**config.mk**
```make
export PLATFORM = sky130hd
export DESIGN_NAME = rsa_client_encryptor_flat
export DESIGN_NICKNAME = d
export VERILOG_FILES = /design/src/rtl/rsa_client_encryptor_if.sv /design/src/rtl/rsa_client_encryptor.sv /design/src/flat_wrapper.sv
export SDC_FILE = /design/constraint.sdc
export NUM_CORES = 1
export LEC_CHECK = 0
export ABC_AREA = 1
export CORE_ASPECT_RATIO = 0.75
export CORE_MARGIN = 2
export CORE_UTILIZATION = 50
export CTS_BUF_LIST = sky130_fd_sc_hd__clkbuf_4
export CTS_CLUSTER_DIAMETER = 120
export DETAILED_ROUTE_END_ITERATION = 6
export GPL_TIMING_DRIVEN = 0
export PLACE_DENSITY = 0.68
export SKIP_LAST_GASP = 1
export SLEW_MARGIN = 20
export SYNTH_ARGS = -nofsm -noshare
export SYNTH_HDL_FRONTEND = slang
export SYNTH_SLANG_ARGS = --single-unit
```
**constraint.sdc**
```tcl
create_clock -name clk -period 15.55 [get_ports clk]
set_clock_uncertainty 0.05 [all_clocks]
set_input_delay 2.3325 -clock clk [delete_from_list [all_inputs] [get_ports clk]]
set_output_delay 2.3325 -clock clk [all_outputs]
set_load 0.02 [all_outputs]
```
**src/rtl/rsa_client_encryptor_if.sv**
```systemverilog
// Handshake and key-load bundle for the client-side RSA encryptor.
// slave = the encryptor, master = whoever feeds keys/messages and sinks ciphertext.
interface rsa_client_encryptor_if #(
    parameter int W       = 16,
    parameter int E_WIDTH = 8
);
    logic               key_load;
    logic [E_WIDTH-1:0] e_in;
    logic [W-1:0]       n_in;
    logic               key_valid;
    logic               msg_valid;
    logic [W-1:0]       msg_in;
    logic               msg_ready;
    logic               cipher_valid;
    logic [W-1:0]       cipher_out;
    logic               cipher_err;
    logic               cipher_ready;
    logic               busy;

    modport slave (
        input  key_load, e_in, n_in, msg_valid, msg_in, cipher_ready,
        output key_valid, msg_ready, cipher_valid, cipher_out, cipher_err, busy
    );

    modport master (
        output key_load, e_in, n_in, msg_valid, msg_in, cipher_ready,
        input  key_valid, msg_ready, cipher_valid, cipher_out, cipher_err, busy
    );
endinterface

```
**src/rtl/rsa_client_encryptor.sv**
```systemverilog
// Client-side RSA encryptor: c = m^e mod n using constant-time right-to-left
// square-and-multiply. Each round runs two bit-serial interleaved modular
// multipliers in parallel (result*base and base*base), W cycles per round,
// so every valid word takes exactly E_WIDTH*W exponentiation cycles.
module rsa_client_encryptor #(
    parameter int W       = 16,
    parameter int E_WIDTH = 8
) (
    input  logic clk,
    input  logic rst,
    rsa_client_encryptor_if.slave bus
);
    // Accumulators carry two spare bits so 2*acc and acc+a never wrap, even for n = 2^W-1.
    localparam int AW = W + 2;
    localparam int BW = (E_WIDTH > 1) ? $clog2(E_WIDTH) : 1;
    localparam int SW = (W > 1) ? $clog2(W) : 1;

    typedef enum logic [1:0] {
        S_IDLE = 2'd0,
        S_LOAD = 2'd1,
        S_EXP  = 2'd2,
        S_DONE = 2'd3
    } state_t;

    state_t             state_q, state_d;
    logic [E_WIDTH-1:0] e_q, e_d;
    logic [W-1:0]       n_q, n_d;
    logic               key_valid_q, key_valid_d;
    logic [W-1:0]       m_q, m_d;
    logic [W-1:0]       result_q, result_d;
    logic [W-1:0]       base_q, base_d;
    logic [AW-1:0]      accp_q, accp_d;
    logic [AW-1:0]      accs_q, accs_d;
    logic [BW-1:0]      bit_q, bit_d;
    logic [SW-1:0]      step_q, step_d;
    logic [W-1:0]       cipher_out_q, cipher_out_d;
    logic               cipher_err_q, cipher_err_d;

    logic [AW-1:0]      p_next;
    logic [AW-1:0]      s_next;

    // One MSB-first step of an interleaved modular multiply; keeps acc < n.
    function automatic logic [AW-1:0] mod_step(
        input logic [AW-1:0] acc,
        input logic [AW-1:0] a,
        input logic          b_bit,
        input logic [AW-1:0] n
    );
        logic [AW-1:0] t;
        t = {acc[AW-2:0], 1'b0};
        if (t >= n) t = t - n;
        if (b_bit)  t = t + a;
        if (t >= n) t = t - n;
        return t;
    endfunction

    // State and datapath registers with synchronous reset.
    always_ff @(posedge clk) begin
        if (rst) begin
            state_q      <= S_IDLE;
            e_q          <= '0;
            n_q          <= '0;
            key_valid_q  <= 1'b0;
            m_q          <= '0;
            result_q     <= '0;
            base_q       <= '0;
            accp_q       <= '0;
            accs_q       <= '0;
            bit_q        <= '0;
            step_q       <= '0;
            cipher_out_q <= '0;
            cipher_err_q <= 1'b0;
        end else begin
            state_q      <= state_d;
            e_q          <= e_d;
            n_q          <= n_d;
            key_valid_q  <= key_valid_d;
            m_q          <= m_d;
            result_q     <= result_d;
            base_q       <= base_d;
            accp_q       <= accp_d;
            accs_q       <= accs_d;
            bit_q        <= bit_d;
            step_q       <= step_d;
            cipher_out_q <= cipher_out_d;
            cipher_err_q <= cipher_err_d;
        end
    end

    // Next-state and datapath: key capture, operand load, multiply rounds, output hold.
    always_comb begin
        state_d      = state_q;
        e_d          = e_q;
        n_d          = n_q;
        key_valid_d  = key_valid_q;
        m_d          = m_q;
        result_d     = result_q;
        base_d       = base_q;
        accp_d       = accp_q;
        accs_d       = accs_q;
        bit_d        = bit_q;
        step_d       = step_q;
        cipher_out_d = cipher_out_q;
        cipher_err_d = cipher_err_q;

        // Both multipliers scan the same operand bit of the round-start base.
        p_next = mod_step(accp_q, AW'(result_q), base_q[step_q], AW'(n_q));
        s_next = mod_step(accs_q, AW'(base_q),   base_q[step_q], AW'(n_q));

        case (state_q)
            S_IDLE: begin
                if (bus.key_load) begin
                    e_d         = bus.e_in;
                    n_d         = bus.n_in;
                    key_valid_d = (bus.n_in >= W'(2));
                end
                if (bus.msg_valid && key_valid_q) begin
                    m_d     = bus.msg_in;
                    state_d = S_LOAD;
                end
            end
            S_LOAD: begin
                if (m_q >= n_q) begin
                    cipher_out_d = '0;
                    cipher_err_d = 1'b1;
                    state_d      = S_DONE;
                end else begin
                    result_d     = W'(1);
                    base_d       = m_q;
                    bit_d        = '0;
                    step_d       = SW'(W - 1);
                    accp_d       = '0;
                    accs_d       = '0;
                    cipher_err_d = 1'b0;
                    state_d      = S_EXP;
                end
            end
            S_EXP: begin
                if (step_q == '0) begin
                    // Round boundary: square always advances, product kept only for set exponent bits.
                    base_d = s_next[W-1:0];
                    if (e_q[bit_q]) result_d = p_next[W-1:0];
                    accp_d = '0;
                    accs_d = '0;
                    step_d = SW'(W - 1);
                    if (bit_q == BW'(E_WIDTH - 1)) begin
                        cipher_out_d = e_q[bit_q] ? p_next[W-1:0] : result_q;
                        cipher_err_d = 1'b0;
                        state_d      = S_DONE;
                    end else begin
                        bit_d = bit_q + BW'(1);
                    end
                end else begin
                    accp_d = p_next;
                    accs_d = s_next;
                    step_d = step_q - SW'(1);
                end
            end
            S_DONE: begin
                if (bus.cipher_ready) state_d = S_IDLE;
            end
            default: state_d = S_IDLE;
        endcase
    end

    assign bus.key_valid    = key_valid_q;
    assign bus.msg_ready    = (state_q == S_IDLE) && key_valid_q;
    assign bus.cipher_valid = (state_q == S_DONE);
    assign bus.cipher_out   = cipher_out_q;
    assign bus.cipher_err   = cipher_err_q;
    assign bus.busy         = (state_q != S_IDLE);
endmodule
```
**src/flat_wrapper.sv**
```systemverilog
// flat-port wrapper written by rule: the top's interface ports become plain ports
module rsa_client_encryptor_flat 
#(
    parameter int W       = 16,
    parameter int E_WIDTH = 8
)
  (clk, rst, bus_key_load, bus_e_in, bus_n_in, bus_msg_valid, bus_msg_in, bus_cipher_ready, bus_key_valid, bus_msg_ready, bus_cipher_valid, bus_cipher_out, bus_cipher_err, bus_busy);
  rsa_client_encryptor_if #(.W(W), .E_WIDTH(E_WIDTH)) bus_i ();
  input  logic clk;
  input  logic rst;
  input wire logic [$bits(bus_i.key_load)-1:0] bus_key_load;
  input wire logic [$bits(bus_i.e_in)-1:0] bus_e_in;
  input wire logic [$bits(bus_i.n_in)-1:0] bus_n_in;
  input wire logic [$bits(bus_i.msg_valid)-1:0] bus_msg_valid;
  input wire logic [$bits(bus_i.msg_in)-1:0] bus_msg_in;
  input wire logic [$bits(bus_i.cipher_ready)-1:0] bus_cipher_ready;
  output wire logic [$bits(bus_i.key_valid)-1:0] bus_key_valid;
  output wire logic [$bits(bus_i.msg_ready)-1:0] bus_msg_ready;
  output wire logic [$bits(bus_i.cipher_valid)-1:0] bus_cipher_valid;
  output wire logic [$bits(bus_i.cipher_out)-1:0] bus_cipher_out;
  output wire logic [$bits(bus_i.cipher_err)-1:0] bus_cipher_err;
  output wire logic [$bits(bus_i.busy)-1:0] bus_busy;
  assign bus_i.key_load = bus_key_load;
  assign bus_i.e_in = bus_e_in;
  assign bus_i.n_in = bus_n_in;
  assign bus_i.msg_valid = bus_msg_valid;
  assign bus_i.msg_in = bus_msg_in;
  assign bus_i.cipher_ready = bus_cipher_ready;
  assign bus_key_valid = bus_i.key_valid;
  assign bus_msg_ready = bus_i.msg_ready;
  assign bus_cipher_valid = bus_i.cipher_valid;
  assign bus_cipher_out = bus_i.cipher_out;
  assign bus_cipher_err = bus_i.cipher_err;
  assign bus_busy = bus_i.busy;
  rsa_client_encryptor #(.W(W), .E_WIDTH(E_WIDTH)) u_core (.clk(clk), .rst(rst), .bus(bus_i));
endmodule
```
### After elaboration in Yosys (flattened, before gate mapping)

Index checks and enable logic that the tools add are counted.

* add/sub/neg operators: 8
* order comparisons: 8
* equality and inequality tests: 11
* mux-type cells: 43
* reductions and logical operators: 14

Operators with widths (count)
* 16-bit two-way mux: 8
* 16-bit one-hot mux with 2 select lines: 3
* 17-bit two-way mux: 5
* 18-bit by 16-bit >= comparator with 1-bit output: 4
* 18-bit two-way mux: 4
* 17-bit one-hot mux with 2 select lines: 2
* 18-bit by 16-bit adder with 18-bit output: 2
* 18-bit by 16-bit subtractor with 18-bit output: 2
* 17-bit by 16-bit subtractor with 17-bit output: 2
* 16-bit >= comparator: 1
* 16-bit by 2-bit >= comparator with 1-bit output, second input constant: 1
* 4-bit AND reduction: 3
* 3-bit two-way mux: 3
* 2-bit two-way mux: 4
* 4-bit two-way mux: 2
* 2-bit by 1-bit != test with 1-bit output, second input constant: 4
* 2-bit one-hot mux with 4 select lines: 1
* 4-bit one-hot mux with 2 select lines: 1
* 1-bit two-way mux: 6
* 2-bit != test, second input constant: 3
* 3-bit one-hot mux with 2 select lines: 1
* 2-bit AND reduction: 3
* 3-bit AND reduction: 2
* 4-bit by 5-bit < comparator with 1-bit output, second input constant: 1
* 13 further kinds: 16

* bits in registers: 133
* input bits: 45
* output and inout bits: 21

### Depth between registers and ports, before layout

Gate-level depths: netlist (run 1).

* word-level depth: 10
* mapped depth: 41
* gate-level depth less buffers: 40

### Least setup slack after synthesis (run 1)

OpenSTA, ideal clock, no wires.

* kind: register to register
* start: register u_core.n_q[0]
* end: register u_core.accs_q[14]
* arrival: 5101 ps
* slack: 10269 ps
* cell stages (with the launch flop): 36
* path buffers: 3
* clock period less this slack: 5281 ps
* cell sequence: dfxtp_1 inv_1 buf_2 fa_1 nand3_1 nand2_2 nand2_2 nand2_2 inv_2 o21ai_2 nand2_1 nand2_2 buf_6 o21ai_0 inv_1 fa_1 inv_1 nand3_1 nand2_1 a21oi_1 o21ai_0 o21ai_0 a21o_1 o21ai_1 ha_1 nand2_1 nor3_1 a21oi_1 nand2_1 a21oi_1 o21ai_1 a21oi_2 buf_2 nand4_1 nand3_2 a21oi_2

* word-level cells in the longest chain between the ends: 8
* elaborated cells between the ends (all ways): 13
* classes of those cells: add/sub (3); order compare (3); eq/ne (1); mux (5); reduce/logical (1)

RTL lines
* start, declared: RTL line rsa_client_encryptor.sv:27 `logic [W-1:0] n_q, n_d;`
* start signal, assigned: RTL line rsa_client_encryptor.sv:76 `n_q <= n_d;`
* 18-bit by 16-bit subtractor with 18-bit output or 18-bit by 16-bit >= comparator with 1-bit output (tied branches): RTL line rsa_client_encryptor.sv:51 `if (t >= n) t = t - n;`
* 18-bit two-way mux: RTL line rsa_client_encryptor.sv:51
* 18-bit by 16-bit adder with 18-bit output: RTL line rsa_client_encryptor.sv:52 `if (b_bit) t = t + a;`
* 18-bit two-way mux: RTL line rsa_client_encryptor.sv:52
* 17-bit by 16-bit subtractor with 17-bit output or 18-bit by 16-bit >= comparator with 1-bit output (tied branches): RTL line rsa_client_encryptor.sv:53 `if (t >= n) t = t - n;`
* 17-bit two-way mux: RTL line rsa_client_encryptor.sv:53
* 17-bit two-way mux: RTL line rsa_client_encryptor.sv:139 `if (step_q == '0) begin`
* 17-bit one-hot mux with 2 select lines: RTL line rsa_client_encryptor.sv:110 `case (state_q)`
* end signal, assigned: RTL line rsa_client_encryptor.sv:82 `accs_q <= accs_d;`
* end, declared: RTL line rsa_client_encryptor.sv:33 `logic [AW-1:0] accs_q, accs_d;`

Parallel ways exist; a longest one is shown, timed or not.
A chain may end at the register's enable or synchronous reset.

### Final worst setup path (run 1)

* start: register u_core.n_q[0]
* end: register u_core.result_q[3]

* word-level cells in the longest chain between the ends: 9
* elaborated cells between the ends (all ways): 14
* classes of those cells: add/sub (3); order compare (3); eq/ne (1); mux (6); reduce/logical (1)

RTL lines
* 18-bit by 16-bit subtractor with 18-bit output or 18-bit by 16-bit >= comparator with 1-bit output (tied branches): RTL line rsa_client_encryptor.sv:51
* 18-bit two-way mux: RTL line rsa_client_encryptor.sv:51
* 18-bit by 16-bit adder with 18-bit output: RTL line rsa_client_encryptor.sv:52
* 18-bit two-way mux: RTL line rsa_client_encryptor.sv:52
* 17-bit by 16-bit subtractor with 17-bit output or 18-bit by 16-bit >= comparator with 1-bit output (tied branches): RTL line rsa_client_encryptor.sv:53
* 17-bit two-way mux: RTL line rsa_client_encryptor.sv:53
* 16-bit two-way mux: RTL line rsa_client_encryptor.sv:142 `if (e_q[bit_q]) result_d = p_next[W-1:0];`
* 16-bit two-way mux: RTL line rsa_client_encryptor.sv:139
* 16-bit one-hot mux with 2 select lines: RTL line rsa_client_encryptor.sv:110
* end signal, assigned: RTL line rsa_client_encryptor.sv:79 `result_q <= result_d;`
* end, declared: RTL line rsa_client_encryptor.sv:30 `logic [W-1:0] result_q, result_d;`

Parallel ways exist; a longest one is shown, timed or not. The select of a mux whose other input is x is not followed.

==> results of run 1 <==
[kinds of logic after synthesis]
group,after synthesis,share of synthesized area
and+or+nand+nor,904,0.3225
AOI/OAI and AO/OA,450,0.1926
buffers and inverters,289,0.09141
DFF,133,0.2140
adders and majority gates,125,0.1293
xor gates and xnor gates,68,0.04938
muxes,1,0.0008045
[per-stage QoR]
stage	std cells	util
global route	2398	0.5699
CTS	2397	0.5698
floorplan	1970	-
finish	2398	0.5699
global placement	2365	0.5573
detailed placement	2365	0.5573
[worst register-to-register path: cells and delay by family, from the launching register on]
kind | cells | cell delay (ns)
fa+ha+maj | 3 | 1.18
xor+xnor | 1 | 0.18
flops | 1 | 0.64
buf+inv | 4 | 0.92
simple gates | 18 | 2.77
compound gates | 4 | 1.23
[sequential cells by signal, summed over array words and instances, names as in the netlist]
name	cells
u_core.bus.cipher_out	16
u_core.m_q	16
u_core.bus.cipher_err	1
u_core.result_q	16
u_core.accs_q	17
u_core.n_q	16
u_core.step_q	4
u_core.base_q	16
u_core.bus.key_valid	1
u_core.state_q	2
u_core.accp_q	17
u_core.e_q	8
u_core.bit_q	3
[cell usage after synthesis, types with 4 or more instances]
cell / n
nand2_1: 525
a21oi_1: 232
inv_1: 206
o21ai_0: 158
nand3_1: 145
dfxtp_1: 133
ha_1: 119
nor2_1: 95
clkbuf_1: 49
nand4_1: 47
xor2_1: 34
xnor2_1: 33
nor3_1: 23
nand2_2: 17
or2_2: 14
buf_2: 13
o21ai_1: 11
inv_2: 10
a21o_1: 9
nand3_2: 8
nand2_4: 7
a31oi_1: 6
fa_1: 6
nand3b_1: 6
a21boi_0: 5
a21oi_2: 5
nor4_1: 5
o21bai_1: 4
[routing by layer]
metal | up-vias | wire [µm] | GRT usage
met5 | - | 0 | 0
met4 | 0 | 877 | 0.08164
met3 | 47 | 5354 | 0.1044
met2 | 628 | 17010 | 0.4707
met1 | 6180 | 21650 | 0.5221
li1 | 6758 | - | -
[final cells by class]
type	count	area, µm²
fillers	2429	10420
clock inverters	15	175.2
inverters	219	824.5
repair buffers	64	640.6
flip-flops and latches	133	2663
multi-input cells	1548	8642
diodes	1	2.502
plain buffers	70	312.8
well taps	331	414.1
clock buffers	17	127.6
[final timing paths]
check                             startpoint                               to  slack [ns]  cells past startpoint
setup / recovery  u_core.n_q[0]$_SDFFE_PP0P_  u_core.result_q[3]$_SDFFE_PP0P_        8.46                     30
hold / removal    u_core.e_q[0]$_SDFFE_PP0P_       u_core.e_q[0]$_SDFFE_PP0P_        0.42                      2
setup reg to reg  u_core.n_q[0]$_SDFFE_PP0P_  u_core.result_q[3]$_SDFFE_PP0P_        8.46                     30
hold reg to reg   u_core.e_q[0]$_SDFFE_PP0P_       u_core.e_q[0]$_SDFFE_PP0P_        0.42                      2
==> results.cfg, run 1 <==
[outcome]
status = finished clean

[timing]
worst_pin_slew_ns = 0.8917
final_hold_viol_count = 0
fin_hold_ws_ns = 0.4199
rsz0062_at_grt = no
fin_crit_sh = 0.4562
setup_tns_ns = 0
fin_crit_ns = 7.093
maxSlewViolCount = 0
max_slew_margin = 0.3993
setup_ws_ns = 8.457
setup_viol = 0
fmax_mhz = 141.0

[floorplanning]
dieArea_mm2 = 0.02617
fp.dieH_um = 140.6
num_rows = 49
core_area_mm2 = 0.02422
start_util = 0.5138
pin_count = 66
die_w_um = 186.2

[logic_synthesis]
ys_seq_area_frac = 0.2140
ys_ff_latch = 133
synth_fp_nets = 2140
synth_edf_count = 0
syn_inst = 1970
synth_warnings = 0
avgSynthCellArea_um2 = 6.316
synth_cell_types = 57
synth_top_area_cell = dfxtp_1
syn-cell-area_mm2 = 0.01244
synth.area.top_cells = dfxtp_1 21%, nand2_1 16%, ha_1 12%, a21oi_1 9.3%, o21ai_0 6.4%
synth_top_flop_cell = dfxtp_1
synth.top_cell.area_share = 0.2140
synthArstFlopShare = 0

[drt]
finalWirelength_mm = 44.89
drc = 0
drtIter0Drc = 1301
route.vias.total = 13610
final_antenna_net_count = 0
wl_per_cell_um = 18.72
routed_via_density = 5.677
drt_pass1_iterations = 6

[cts]
cts_sinks = 133
cts_buffers = 17
holdBufCountCts = 0
cts_resized = 0
cts_tree = yes
clock_latency_ns = 0.58
cts_max_level = 4
cts_root_buffer = clkbuf_4
post_cts_buffers = 0
clockBufferDepth = 2
path_clk_slew_ns = 0.16

[placed_design]
dpl_cell_area_mm2 = 0.01350
post-place-ws_ns = 8.743
numPortBuffers = 64
dp_hpwl_mm = 36.03
gp_congestion = 0.9936

[critical_path]
cp_top_family = simple AND/OR/NAND/NOR gates
worstSetupEndpointType = flip-flop
cp.arrival_ns = 7.48
crit_top_cell = nand2_1
path_max_fanout = 13
path_class = flip-flop to flip-flop
worst-path-buf-inv = 4
crit_required_ns = 15.93
max_stage_delay_ns = 0.73
start_kind = flip-flop
cp_slowest_cell = o21ai_0

[global_routing]
antenna_found_initial = 1
grt_pass1_wl_mm = 68.23
track_usage = 0.3451
grt_pass1_vias = 12360
grt_max_degree = 18
grt-ovfl-total = 0

[finish]
final_common_cell = nand2_1
finalInstanceArea_mm2 = 0.01380
area_growth_pct = 10.93
finalNetCount = 2223
layout-drive-gt1-share = 0.06050
layout_common_cells = 525 x nand2_1, 232 x a21oi_1, 206 x inv_1, 158 x o21ai_0, 145 x nand3_1

[hold_path]
min_path_type = flip-flop to flip-flop

[flow_run]
drv_cap = 0
Power of run 1 is left out: the tool's default activity adds up to more than one toggle a clock period on the data nets, which glitch-free logic cannot reach.
==> inputs of run 2 (changes only) <==
==> constraint.sdc (replaced) <==
create_clock -name clk -period 6.7 [get_ports clk]
set_clock_uncertainty 0.05 [all_clocks]
set_input_delay 1.005 -clock clk [delete_from_list [all_inputs] [get_ports clk]]
set_output_delay 1.005 -clock clk [all_outputs]
set_load 0.02 [all_outputs]
==> results.cfg, run 2 (synthesis results as in run 1) <==
[cts]
cts_root_buffer = clkbuf_4
clock_latency_ns = 0.58
path_clk_slew_ns = 0.16
holdBufCountCts = 0
cts_sinks = 133
cts_max_level = 4
cts_buffers = 17
clockBufferDepth = 2
cts_tree = yes

[global_routing]
antenna_found_initial = 1
grt_max_degree = 18
grt-ovfl-total = 0
grt_pass1_wl_mm = 68.30
track_usage = 0.3455
grt_pass1_vias = 12370

[drt]
final_antenna_net_count = 0
drtIter0Drc = 1261
finalWirelength_mm = 45.28
wl_per_cell_um = 18.70
drc = 0
routed_via_density = 5.684
drt_pass1_iterations = 7
route.vias.total = 13760

[flow_run]
drv_cap = 0

[floorplanning]
start_util = 0.5138
fp.dieH_um = 140.6
core_area_mm2 = 0.02422
num_rows = 49
pin_count = 66
dieArea_mm2 = 0.02617
die_w_um = 186.2

[timing]
fmax_mhz = 156.4
worst_pin_slew_ns = 0.8393
fin_crit_ns = 6.393
setup_ws_ns = 0.3075
maxSlewViolCount = 0
max_slew_margin = 0.4405
final_hold_viol_count = 0
fin_crit_sh = 0.9541
setup_viol = 0
setup_tns_ns = 0

[critical_path]
worst-path-buf-inv = 5
regToRegStartpoint = u_core.n_q[12]$_SDFFE_PP0P_
cp_top_family = simple AND/OR/NAND/NOR gates
path_max_fanout = 10
max_stage_delay_ns = 0.50
cp.arrival_ns = 6.77
timing.reg2reg.setup_slack_ns = 0.31
cp_slowest_cell = o21ai_0
worstSetupEndpointType = flip-flop
start_kind = flip-flop
crit_required_ns = 7.08
crit_top_cell = nand2_1
rr_endpoint = u_core.result_q[3]$_SDFFE_PP0P_
reg2regPathDepth = 35
path_class = flip-flop to flip-flop

[outcome]
status = finished clean

[finish]
finalInstanceArea_mm2 = 0.01417
final_common_cell = nand2_1
stdcell_count = 2421
layout-drive-gt1-share = 0.08521
area_growth_pct = 13.90
top_regs = u_core.accp_q (17), u_core.accs_q (17)
finalNetCount = 2246
layout_common_cells = 521 x nand2_1, 230 x a21oi_1, 196 x inv_1, 154 x o21ai_0, 144 x nand3_1

[hold_path]
hold_path_depth = 2
min_path_type = flip-flop to flip-flop
hp-start = u_core.e_q[0]$_SDFFE_PP0P_
holdPathEnd = u_core.e_q[0]$_SDFFE_PP0P_

[placed_design]
dp_cells = 2365
post-place-ws_ns = -0.1071
gp_congestion = 0.9936
dp_hpwl_mm = 36.03
numPortBuffers = 64
dpl_cell_area_mm2 = 0.01350
run 2: worst max path at each step:
stage	from	endpoint	slack, ns	cells after the start
floorplan	u_core.n_q[0]$_SDFFE_PP0P_	u_core.accs_q[14]$_SDFFE_PP0P_	1.42	35
global placement	u_core.n_q[0]$_SDFFE_PP0P_	u_core.result_q[1]$_SDFFE_PP0P_	-0.004	32
detailed placement	u_core.n_q[0]$_SDFFE_PP0P_	u_core.result_q[3]$_SDFFE_PP0P_	-0.11	30
CTS	u_core.n_q[0]$_SDFFE_PP0P_	u_core.result_q[3]$_SDFFE_PP0P_	0.02	35
global route	u_core.n_q[12]$_SDFFE_PP0P_	u_core.result_q[3]$_SDFFE_PP0P_	-0.05	41
finish	u_core.n_q[12]$_SDFFE_PP0P_	u_core.result_q[3]$_SDFFE_PP0P_	0.31	35
run 2: per-stage QoR:
stage,util,hold slack (ns)
after floorplan,-,0.3797
after CTS,0.5706,0.4229
final,0.5852,0.4227
after global placement,0.5573,0.3950
after detailed placement,0.5573,0.4014
after global routing,0.5852,0.4583
run 2: repair_timing:
action,CTS,global route
buffers inserted,0,23
setup endpoints to repair,44,82
pin swaps,0,1
gates resized for setup,4,39
hold endpoints to repair,0,0
run 2: final cells by class:
cell class	count	area, µm²
fillers	2393	10050
multi-input cells	1548	8752
flip-flops and latches	133	2668
inverters	219	862.1
repair buffers	87	850.8
well taps	331	414.1
plain buffers	70	319.1
clock inverters	15	175.2
clock buffers	17	127.6
diodes	1	2.502
run 2: routing by layer:
layer	share of wire	vias up	global-route usage
li1	-	6811	-
met2	0.39	612	0.4711
met3	0.12	35	0.1046
met5	0	-	0
met1	0.48	6303	0.5223
met4	0.014	0	0.08247
run 2: worst register-to-register path: cells and delay by family (launching register included):
family | cells | cell delay [ns]
and+or+nand+nor | 18 | 2.07
AOI/OAI and AO/OA | 8 | 1.80
adders and majority gates | 3 | 1.04
buffers and inverters | 5 | 0.64
DFF | 1 | 0.39
xor gates and xnor gates | 1 | 0.23
Power of run 2 is left out for the same reason.
